## config.mk

```make
export PLATFORM = sky130hd
export DESIGN_NAME = fl_ckpt_ctrl_flat
export DESIGN_NICKNAME = d
export VERILOG_FILES = /design/src/rtl/fl_ckpt_ctrl_pkg.sv /design/src/rtl/fl_ckpt_ctrl_if.sv /design/src/rtl/fl_ckpt_age.sv /design/src/rtl/fl_ckpt_ctrl.sv /design/src/flat_wrapper.sv
export SDC_FILE = /design/constraint.sdc
export NUM_CORES = 1
export LEC_CHECK = 0
export ABC_AREA = 0
export CORE_MARGIN = 5
export CORE_UTILIZATION = 53
export DETAILED_ROUTE_END_ITERATION = 8
export GPL_TIMING_DRIVEN = 0
export PLACE_DENSITY = 0.74
export REMOVE_ABC_BUFFERS = 1
export SYNTH_ARGS = -nofsm -noshare
export SYNTH_HDL_FRONTEND = slang
export SYNTH_SLANG_ARGS = --single-unit
```

## constraint.sdc

```tcl
create_clock -name clk -period 4.7 [get_ports clk]
set_input_delay 1.175 -clock clk [delete_from_list [all_inputs] [get_ports clk]]
set_output_delay 1.175 -clock clk [all_outputs]
set_load 0.01 [all_outputs]
```

## src/rtl/fl_ckpt_ctrl_pkg.sv

```systemverilog
// Shared types and sizing for the free-list branch-checkpoint controller.
package fl_ckpt_ctrl_pkg;

    localparam int unsigned CKPT_DEPTH_DEF     = 4;
    localparam int unsigned CKPT_LOG_DEF       = 2;
    localparam int unsigned SIZE_FREE_LIST_LOG = 6;
    localparam int unsigned FL_LOG             = SIZE_FREE_LIST_LOG;
    localparam int unsigned STAT_W             = 16;

    typedef enum logic [1:0] {
        IDLE    = 2'd0,
        RESTORE = 2'd1,
        SETTLE  = 2'd2,
        FLUSH   = 2'd3
    } ckptState_e;

    typedef struct packed {
        logic              valid;
        logic              resolved;
        logic [FL_LOG-1:0] head;
    } ckptEntry_t;

endpackage

```

## src/rtl/fl_ckpt_ctrl_if.sv

```systemverilog
// Rename/branch-unit facing bundle of the checkpoint controller.
// FL_CKPT_STATS_EN adds the misprediction and full-stall counters.
interface fl_ckpt_ctrl_if
    import fl_ckpt_ctrl_pkg::*;
#(
    parameter int unsigned CKPT_LOG = CKPT_LOG_DEF
) ();

    logic                ckptReq_i;
    logic [FL_LOG-1:0]   headSnap_i;
    logic                ckptAck_o;
    logic [CKPT_LOG-1:0] ckptId_o;
    logic                resolveValid_i;
    logic [CKPT_LOG-1:0] resolveId_i;
    logic                mispredict_i;
    logic                exception_i;
    logic                ctrlVerified_o;
    logic [FL_LOG-1:0]   freeListHeadCp_o;
    logic                recoverFlag_o;
    logic                stall_o;
    logic [CKPT_LOG:0]   ckptCnt_o;

`ifdef FL_CKPT_STATS_EN
    logic [STAT_W-1:0]   mispredCnt_o;
    logic [STAT_W-1:0]   fullStallCnt_o;

    modport master (
        output ckptReq_i, headSnap_i, resolveValid_i, resolveId_i, mispredict_i, exception_i,
        input  ckptAck_o, ckptId_o, ctrlVerified_o, freeListHeadCp_o, recoverFlag_o,
               stall_o, ckptCnt_o, mispredCnt_o, fullStallCnt_o
    );
    modport slave (
        input  ckptReq_i, headSnap_i, resolveValid_i, resolveId_i, mispredict_i, exception_i,
        output ckptAck_o, ckptId_o, ctrlVerified_o, freeListHeadCp_o, recoverFlag_o,
               stall_o, ckptCnt_o, mispredCnt_o, fullStallCnt_o
    );
`else
    modport master (
        output ckptReq_i, headSnap_i, resolveValid_i, resolveId_i, mispredict_i, exception_i,
        input  ckptAck_o, ckptId_o, ctrlVerified_o, freeListHeadCp_o, recoverFlag_o,
               stall_o, ckptCnt_o
    );
    modport slave (
        input  ckptReq_i, headSnap_i, resolveValid_i, resolveId_i, mispredict_i, exception_i,
        output ckptAck_o, ckptId_o, ctrlVerified_o, freeListHeadCp_o, recoverFlag_o,
               stall_o, ckptCnt_o
    );
`endif

endinterface

```

## src/rtl/fl_ckpt_age.sv

```systemverilog
// Marks valid checkpoints strictly younger than entry k, ages taken relative to head.
module fl_ckpt_age #(
    parameter int unsigned CKPT_DEPTH = 4,
    parameter int unsigned CKPT_LOG   = 2
) (
    input  logic [CKPT_LOG-1:0]   headIdx,
    input  logic [CKPT_LOG-1:0]   k,
    input  logic [CKPT_DEPTH-1:0] validVec,
    output logic [CKPT_DEPTH-1:0] youngerMask
);

    logic [CKPT_LOG-1:0] kAge;
    logic [CKPT_LOG-1:0] entryAge;

    always_comb begin
        kAge        = k - headIdx;
        entryAge    = '0;
        youngerMask = '0;
        for (int i = 0; i < CKPT_DEPTH; i++) begin
            entryAge       = CKPT_LOG'(i) - headIdx;
            youngerMask[i] = validVec[i] && (entryAge > kAge);
        end
    end

endmodule

```

## src/rtl/fl_ckpt_ctrl.sv

```systemverilog
// Branch-checkpoint controller for the speculative free-list head in rename.
// FL_CKPT_STATS_EN adds saturating misprediction / full-stall counters.
module fl_ckpt_ctrl
    import fl_ckpt_ctrl_pkg::*;
#(
    parameter int unsigned CKPT_DEPTH = CKPT_DEPTH_DEF,
    parameter int unsigned CKPT_LOG   = CKPT_LOG_DEF
) (
    input  logic           clk,
    input  logic           reset,
    fl_ckpt_ctrl_if.slave  ckptIf
);

    localparam int unsigned PTR_W = CKPT_LOG + 1;

    ckptState_e            state, nextState;
    ckptEntry_t            entries [CKPT_DEPTH];
    logic [PTR_W-1:0]      headPtr, tailPtr, kPtr, nextHead, nextTail;
    logic [CKPT_LOG-1:0]   headIdx, tailIdx, restoreId, resAge, kAge;
    logic [CKPT_DEPTH-1:0] validVec, youngerMask;
    logic                  full, misp, idValid, olderThanK, retireGo, allocGo, resolveOk, restoreGo;

    // Buffer status and per-cycle decisions
    always_comb begin
        headIdx    = headPtr[CKPT_LOG-1:0];
        tailIdx    = tailPtr[CKPT_LOG-1:0];
        full       = (headIdx == tailIdx) && (headPtr[CKPT_LOG] != tailPtr[CKPT_LOG]);
        for (int i = 0; i < CKPT_DEPTH; i++) validVec[i] = entries[i].valid;
        idValid    = entries[ckptIf.resolveId_i].valid;
        misp       = ckptIf.resolveValid_i && ckptIf.mispredict_i;
        resolveOk  = ckptIf.resolveValid_i && !ckptIf.mispredict_i && idValid;
        resAge     = ckptIf.resolveId_i - headIdx;
        kAge       = restoreId - headIdx;
        olderThanK = resAge < kAge;
        retireGo   = entries[headIdx].valid && entries[headIdx].resolved;
        allocGo    = ckptIf.ckptReq_i && !full && (state == IDLE) && !misp && !ckptIf.exception_i;
    end

    fl_ckpt_age #(.CKPT_DEPTH(CKPT_DEPTH), .CKPT_LOG(CKPT_LOG)) u_age (
        .headIdx     (headIdx),
        .k           (ckptIf.resolveId_i),
        .validVec    (validVec),
        .youngerMask (youngerMask)
    );

    always_ff @(posedge clk or negedge reset) begin
        if (!reset) state <= IDLE;
        else        state <= nextState;
    end

    // Next state; exception outranks any mispredict
    always_comb begin
        nextState = state;
        restoreGo = 1'b0;
        if (ckptIf.exception_i) begin
            nextState = FLUSH;
        end else begin
            case (state)
                IDLE: begin
                    if (misp && idValid) begin
                        restoreGo = 1'b1;
                        nextState = RESTORE;
                    end
                end
                RESTORE, SETTLE: begin
                    if (misp && idValid && olderThanK) begin
                        restoreGo = 1'b1;
                        nextState = RESTORE;
                    end else begin
                        nextState = (state == RESTORE) ? SETTLE : IDLE;
                    end
                end
                FLUSH:   nextState = IDLE;
                default: nextState = IDLE;
            endcase
        end
    end

    // Restore cuts the tail to k+1 using the full wrap-bit pointer of k
    always_comb begin
        kPtr     = headPtr + PTR_W'(resAge);
        nextHead = headPtr + PTR_W'(retireGo);
        nextTail = restoreGo ? (kPtr + PTR_W'(1)) : (tailPtr + PTR_W'(allocGo));
    end

    assign ckptIf.ckptAck_o = allocGo;
    assign ckptIf.ckptId_o  = tailIdx;
    assign ckptIf.stall_o   = full || (state != IDLE) || ckptIf.exception_i;

    always_ff @(posedge clk or negedge reset) begin
        if (!reset) begin
            headPtr                 <= '0;
            tailPtr                 <= '0;
            restoreId               <= '0;
            ckptIf.ctrlVerified_o   <= 1'b0;
            ckptIf.freeListHeadCp_o <= '0;
            ckptIf.recoverFlag_o    <= 1'b0;
            ckptIf.ckptCnt_o        <= '0;
            for (int i = 0; i < CKPT_DEPTH; i++) entries[i] <= '0;
        end else begin
            ckptIf.ctrlVerified_o <= restoreGo;
            ckptIf.recoverFlag_o  <= ckptIf.exception_i;
            if (ckptIf.exception_i) begin
                headPtr          <= '0;
                tailPtr          <= '0;
                ckptIf.ckptCnt_o <= '0;
                for (int i = 0; i < CKPT_DEPTH; i++) entries[i] <= '0;
            end else begin
                headPtr          <= nextHead;
                tailPtr          <= nextTail;
                ckptIf.ckptCnt_o <= nextTail - nextHead;
                if (resolveOk) entries[ckptIf.resolveId_i].resolved <= 1'b1;
                if (retireGo) begin
                    entries[headIdx].valid    <= 1'b0;
                    entries[headIdx].resolved <= 1'b0;
                end
                if (restoreGo) begin
                    restoreId               <= ckptIf.resolveId_i;
                    ckptIf.freeListHeadCp_o <= entries[ckptIf.resolveId_i].head;
                    for (int i = 0; i < CKPT_DEPTH; i++) begin
                        if (youngerMask[i]) entries[i] <= '0;
                    end
                end
                if (allocGo) begin
                    entries[tailIdx] <= '{valid: 1'b1, resolved: 1'b0, head: ckptIf.headSnap_i};
                end
            end
        end
    end

`ifdef FL_CKPT_STATS_EN
    // Saturating event counters
    always_ff @(posedge clk or negedge reset) begin
        if (!reset) begin
            ckptIf.mispredCnt_o   <= '0;
            ckptIf.fullStallCnt_o <= '0;
        end else begin
            if (restoreGo && (ckptIf.mispredCnt_o != '1))
                ckptIf.mispredCnt_o <= ckptIf.mispredCnt_o + STAT_W'(1);
            if (ckptIf.ckptReq_i && full && (ckptIf.fullStallCnt_o != '1))
                ckptIf.fullStallCnt_o <= ckptIf.fullStallCnt_o + STAT_W'(1);
        end
    end
`else
`endif

endmodule
```

## src/flat_wrapper.sv

```systemverilog
// flat-port wrapper written by rule: the top's interface ports become plain ports
module fl_ckpt_ctrl_flat import fl_ckpt_ctrl_pkg::*;
#(
    parameter int unsigned CKPT_DEPTH = CKPT_DEPTH_DEF,
    parameter int unsigned CKPT_LOG   = CKPT_LOG_DEF
)
  (clk, reset, ckptIf_ckptReq_i, ckptIf_headSnap_i, ckptIf_resolveValid_i, ckptIf_resolveId_i, ckptIf_mispredict_i, ckptIf_exception_i, ckptIf_ckptAck_o, ckptIf_ckptId_o, ckptIf_ctrlVerified_o, ckptIf_freeListHeadCp_o, ckptIf_recoverFlag_o, ckptIf_stall_o, ckptIf_ckptCnt_o);
  fl_ckpt_ctrl_if #(.CKPT_LOG(CKPT_LOG)) ckptIf_i ();
  input  logic clk;
  input  logic reset;
  input wire logic [$bits(ckptIf_i.ckptReq_i)-1:0] ckptIf_ckptReq_i;
  input wire logic [$bits(ckptIf_i.headSnap_i)-1:0] ckptIf_headSnap_i;
  input wire logic [$bits(ckptIf_i.resolveValid_i)-1:0] ckptIf_resolveValid_i;
  input wire logic [$bits(ckptIf_i.resolveId_i)-1:0] ckptIf_resolveId_i;
  input wire logic [$bits(ckptIf_i.mispredict_i)-1:0] ckptIf_mispredict_i;
  input wire logic [$bits(ckptIf_i.exception_i)-1:0] ckptIf_exception_i;
  output wire logic [$bits(ckptIf_i.ckptAck_o)-1:0] ckptIf_ckptAck_o;
  output wire logic [$bits(ckptIf_i.ckptId_o)-1:0] ckptIf_ckptId_o;
  output wire logic [$bits(ckptIf_i.ctrlVerified_o)-1:0] ckptIf_ctrlVerified_o;
  output wire logic [$bits(ckptIf_i.freeListHeadCp_o)-1:0] ckptIf_freeListHeadCp_o;
  output wire logic [$bits(ckptIf_i.recoverFlag_o)-1:0] ckptIf_recoverFlag_o;
  output wire logic [$bits(ckptIf_i.stall_o)-1:0] ckptIf_stall_o;
  output wire logic [$bits(ckptIf_i.ckptCnt_o)-1:0] ckptIf_ckptCnt_o;
  assign ckptIf_i.ckptReq_i = ckptIf_ckptReq_i;
  assign ckptIf_i.headSnap_i = ckptIf_headSnap_i;
  assign ckptIf_i.resolveValid_i = ckptIf_resolveValid_i;
  assign ckptIf_i.resolveId_i = ckptIf_resolveId_i;
  assign ckptIf_i.mispredict_i = ckptIf_mispredict_i;
  assign ckptIf_i.exception_i = ckptIf_exception_i;
  assign ckptIf_ckptAck_o = ckptIf_i.ckptAck_o;
  assign ckptIf_ckptId_o = ckptIf_i.ckptId_o;
  assign ckptIf_ctrlVerified_o = ckptIf_i.ctrlVerified_o;
  assign ckptIf_freeListHeadCp_o = ckptIf_i.freeListHeadCp_o;
  assign ckptIf_recoverFlag_o = ckptIf_i.recoverFlag_o;
  assign ckptIf_stall_o = ckptIf_i.stall_o;
  assign ckptIf_ckptCnt_o = ckptIf_i.ckptCnt_o;
  fl_ckpt_ctrl #(.CKPT_DEPTH(CKPT_DEPTH), .CKPT_LOG(CKPT_LOG)) u_core (.clk(clk), .reset(reset), .ckptIf(ckptIf_i));
endmodule
```

==> flow_metrics.tcl <==
set metrics [dict create \
    rsz0062_at_grt "false" \
    grt_pass1_vias 2345 \
    syn_area_um2 3170 \
    slew_violations 0 \
    io_pins 29 \
    die_w_um 87.3 \
    port_buffers 28 \
    rr_startpoint "u_core.headPtr[0]" \
    netlist_top_cells_area "dfrtp_1 (42%), o41ai_1 (7.2%), ha_1 (7.1%)" \
    rrSetupSlack_ns 0.68 \
    cp-start-kind "input pin" \
    fin_ws_ns 0.173 \
    ant_nets 0 \
    run_status "finished, final reports clean" \
    relSlewSlack_pct 31.5 \
    cp_data_arrival_time_ns 4.69 \
    dp_cells 392 \
    power.leakage_nw 1.52 \
    vias 2326 \
    drcViolationCount 0 \
    grt_max_degree 49 \
    clk_pin_slew_ns 0.10 \
    crit_type "in -> reg" \
    tightest_slew_ns 1.02 \
    synth_top_area_share_pct 41.8 \
    antenna_found_initial 0 \
    maxCapViolations 0 \
    critPathMaxFanout 13 \
    grt_overflow 0 \
    synth-warning-count 0 \
    min-delay-start "u_core.ckptIf.freeListHeadCp_o[0]" \
    ys_seq_elements 53 \
    wl_per_cell_um 17.8 \
    areaGrowthSynthToFinish_pct 15.5 \
    ys.flop_type "dfrtp_1" \
    synth-edff-count 0 \
    drive_above_1_share_pct 11.6 \
    tritoncts "done" \
    viasPerCell 5.79 \
    setup_viol 0 \
    fmax_ghz 0.221 \
    cts_max_level 2 \
    die_area_um2 7630 \
    drt_iter0_markers 165 \
    period_share_pct 96.3 \
    grt_pass1_wl_um 11900 \
    rr_worst_depth 13 \
    fin_skew_ns 0.00668 \
    fin_util_pct 62.2 \
    synth_cells 305 \
    finalPower_uw 952 \
    post-dp-hpwl_um 4740 \
    worstSkewPairLatency_ns 0.31 \
    hold_path_end "u_core.ckptIf.freeListHeadCp_o[0]" \
    die_h_um 87.3 \
    hold_class "reg -> reg" \
    powerDensity_nw_per_um2 260 \
    critical_path_required_ns 4.86 \
    dpl_worst_slack_ns -1.44 \
    clk_path_buf_depth 2 \
    final_nets 362 \
    yosysTopAreaCell "dfrtp_1" \
    cts_made_buffers 5 \
    gp_congestion 0.823 \
    num_rows 28 \
    wirelength_um 7170 \
    cp_slowest_cell "fa_2" \
    synth_area_per_cell_um2 10.4 \
    yosysSeqAreaShare_pct 41.8 \
    finalNonFillerCells 402 \
    yosys-top-cells-count "dfrtp_1 (53), inv_1 (48), nand2_1 (31)" \
    initial_core_util_pct 53.9 \
    period_minus_slack_ns 4.53 \
    slowest_delay_ns 0.61 \
    hold_viol 0 \
    grt.total_usage_pct 20.3 \
    cts-root-buf "clkbuf_8" \
    crit_path_end_kind "register" \
    path_cells "buf_6 > inv_1 > ha_1 > fa_2 > nor3b_4 > o211ai_4 > a211o_4 > clkinvlp_4 > mux2i_4 > ha_1 > inv_1 > fa_1 > xor2_1 > a211oi_2 > nor3_1" \
    insertedDiodeCount 0 \
    yosysMostFrequentCell "dfrtp_1" \
    async_flop_share_pct 100 \
    clock_sinks 53 \
    reg2reg_to "u_core.ckptIf.ckptCnt_o[2]" \
    core_um2 5890 \
    synth_cell_types 48 \
    first_pass_iters 4 \
    ir_drop_uv 144 \
    holdPathStages 2 \
    fillers 508 \
]
-- report_power, final --
group | internal [mW] | total (mW) | switching (mW)
Combinational | 0.0566 | 0.140 | 0.0829
Sequential | 0.466 | 0.474 | 0.00801
Clock | 0.177 | 0.338 | 0.160
Total | 0.700 | 0.952 | 0.251
-- routing by layer --
| layer | part of all wire (%) | up-vias | wire (µm) | GRT usage, % |
|---|---|---|---|---|
| li1 | - | 1114 | - | - |
| met1 | 42 | 1146 | 3040 | 27.1 |
| met2 | 51 | 55 | 3650 | 34.2 |
| met3 | 4.4 | 11 | 317 | 2.55 |
| met4 | 2.2 | 0 | 161 | 6.97 |
| met5 | 0 | - | 0 | 0 |
-- stage by stage --
step	hold slack, ns	setup TNS (ns)	area (µm²)
floorplan	0.452	0	3080
global placement	0.461	-19.26	3450
detailed placement	0.469	-18.52	3480
CTS	0.493	0	3620
global route	0.524	0	3660
finish	0.484	0	3660
-- state kept, by name (all words and copies together) (netlist names) --
name	count
u_core.ckptIf.ckptCnt_o	3
u_core.ckptIf.recoverFlag_o	1
u_core.restoreId	2
u_core.tailPtr	3
u_core.ckptIf.freeListHeadCp_o	6
u_core.headPtr	3
u_core.ckptIf.ctrlVerified_o	1
u_core.state	2
u_core.entries	32
-- kinds of logic (layout without fill, tap and decap cells) --
kind of cell	count (synthesis)	in the layout	synth area share, %
AO/OA/AOI/OAI	72	73	20.4
XOR/XNOR	11	11	3.55
adder cells (fa/ha/maj)	22	22	9.63
buffers and inverters	66	87	8.52
flip-flops	53	53	41.8
multiplexers	10	10	5.56
AND/OR/NAND/NOR	71	71	10.5
-- how the worst max path moves through the flow --
stage                                from                    endpoint  slack, ns  depth (start not counted)
global route        ckptIf_resolveId_i[0]  u_core.ckptIf.ckptCnt_o[2]      0.002                         15
floorplan           ckptIf_resolveId_i[0]  u_core.ckptIf.ckptCnt_o[2]       0.18                         14
detailed placement  ckptIf_resolveId_i[0]  u_core.ckptIf.ckptCnt_o[2]      -1.44                         15
global placement    ckptIf_resolveId_i[0]  u_core.ckptIf.ckptCnt_o[2]      -1.46                         15
CTS                 ckptIf_resolveId_i[0]  u_core.ckptIf.ckptCnt_o[2]       0.03                         15
finish              ckptIf_resolveId_i[0]  u_core.ckptIf.ckptCnt_o[2]       0.17                         15
-- worst max-delay path, delay by kind of cell --
kind	cells	cell delay (ns)
and+or+nand+nor	2	0.35
buffers and inverters	4	0.47
muxes	1	0.25
adders and majority gates	4	1.49
AOI/OAI and AO/OA	3	0.73
xor gates and xnor gates	1	0.19
-- cell type report --
cell class | count | area, µm² | area share (%)
multi-input combinational | 187 | 1630 | 44.5
sequential | 53 | 1330 | 36.2
timing repair buffer | 31 | 304 | 8.30
inverter | 48 | 184 | 5.02
tap | 75 | 93.8 | 2.56
clock buffer | 6 | 82.6 | 2.26
clock inverter | 2 | 41.3 | 1.13
-- repair_timing --
item                                    4_1_cts  5_1_grt
hold buffers                                  0        0
endpoints found under the hold margin         0        0
endpoints found under the setup margin       36        1
buffers inserted                              1        0
gates cloned                                  1        0
gates resized for setup                      13        8
pin swaps                                     1        0
-- placed cells by master, fill, tap and decap left out, types with 3 or more instances in the layout --
cell	count
o41ai_1	26
a31oi_1	4
inv_1	47
dfrtp_1	53
nor2b_1	4
o21bai_1	3
a21oi_1	4
nor3_1	6
a2111oi_4	3
nand3_1	3
nand3b_1	3
ha_1	18
nor2_1	12
mux4_2	6
xor2_1	6
o21ai_0	11
fa_1	3
and3_1	3
clkbuf_8	6
xnor2_1	4
a211o_1	4
nand2_1	31
clkdlybuf4s50_1	24
No activity file was read; power rests on OpenSTA's default activity.
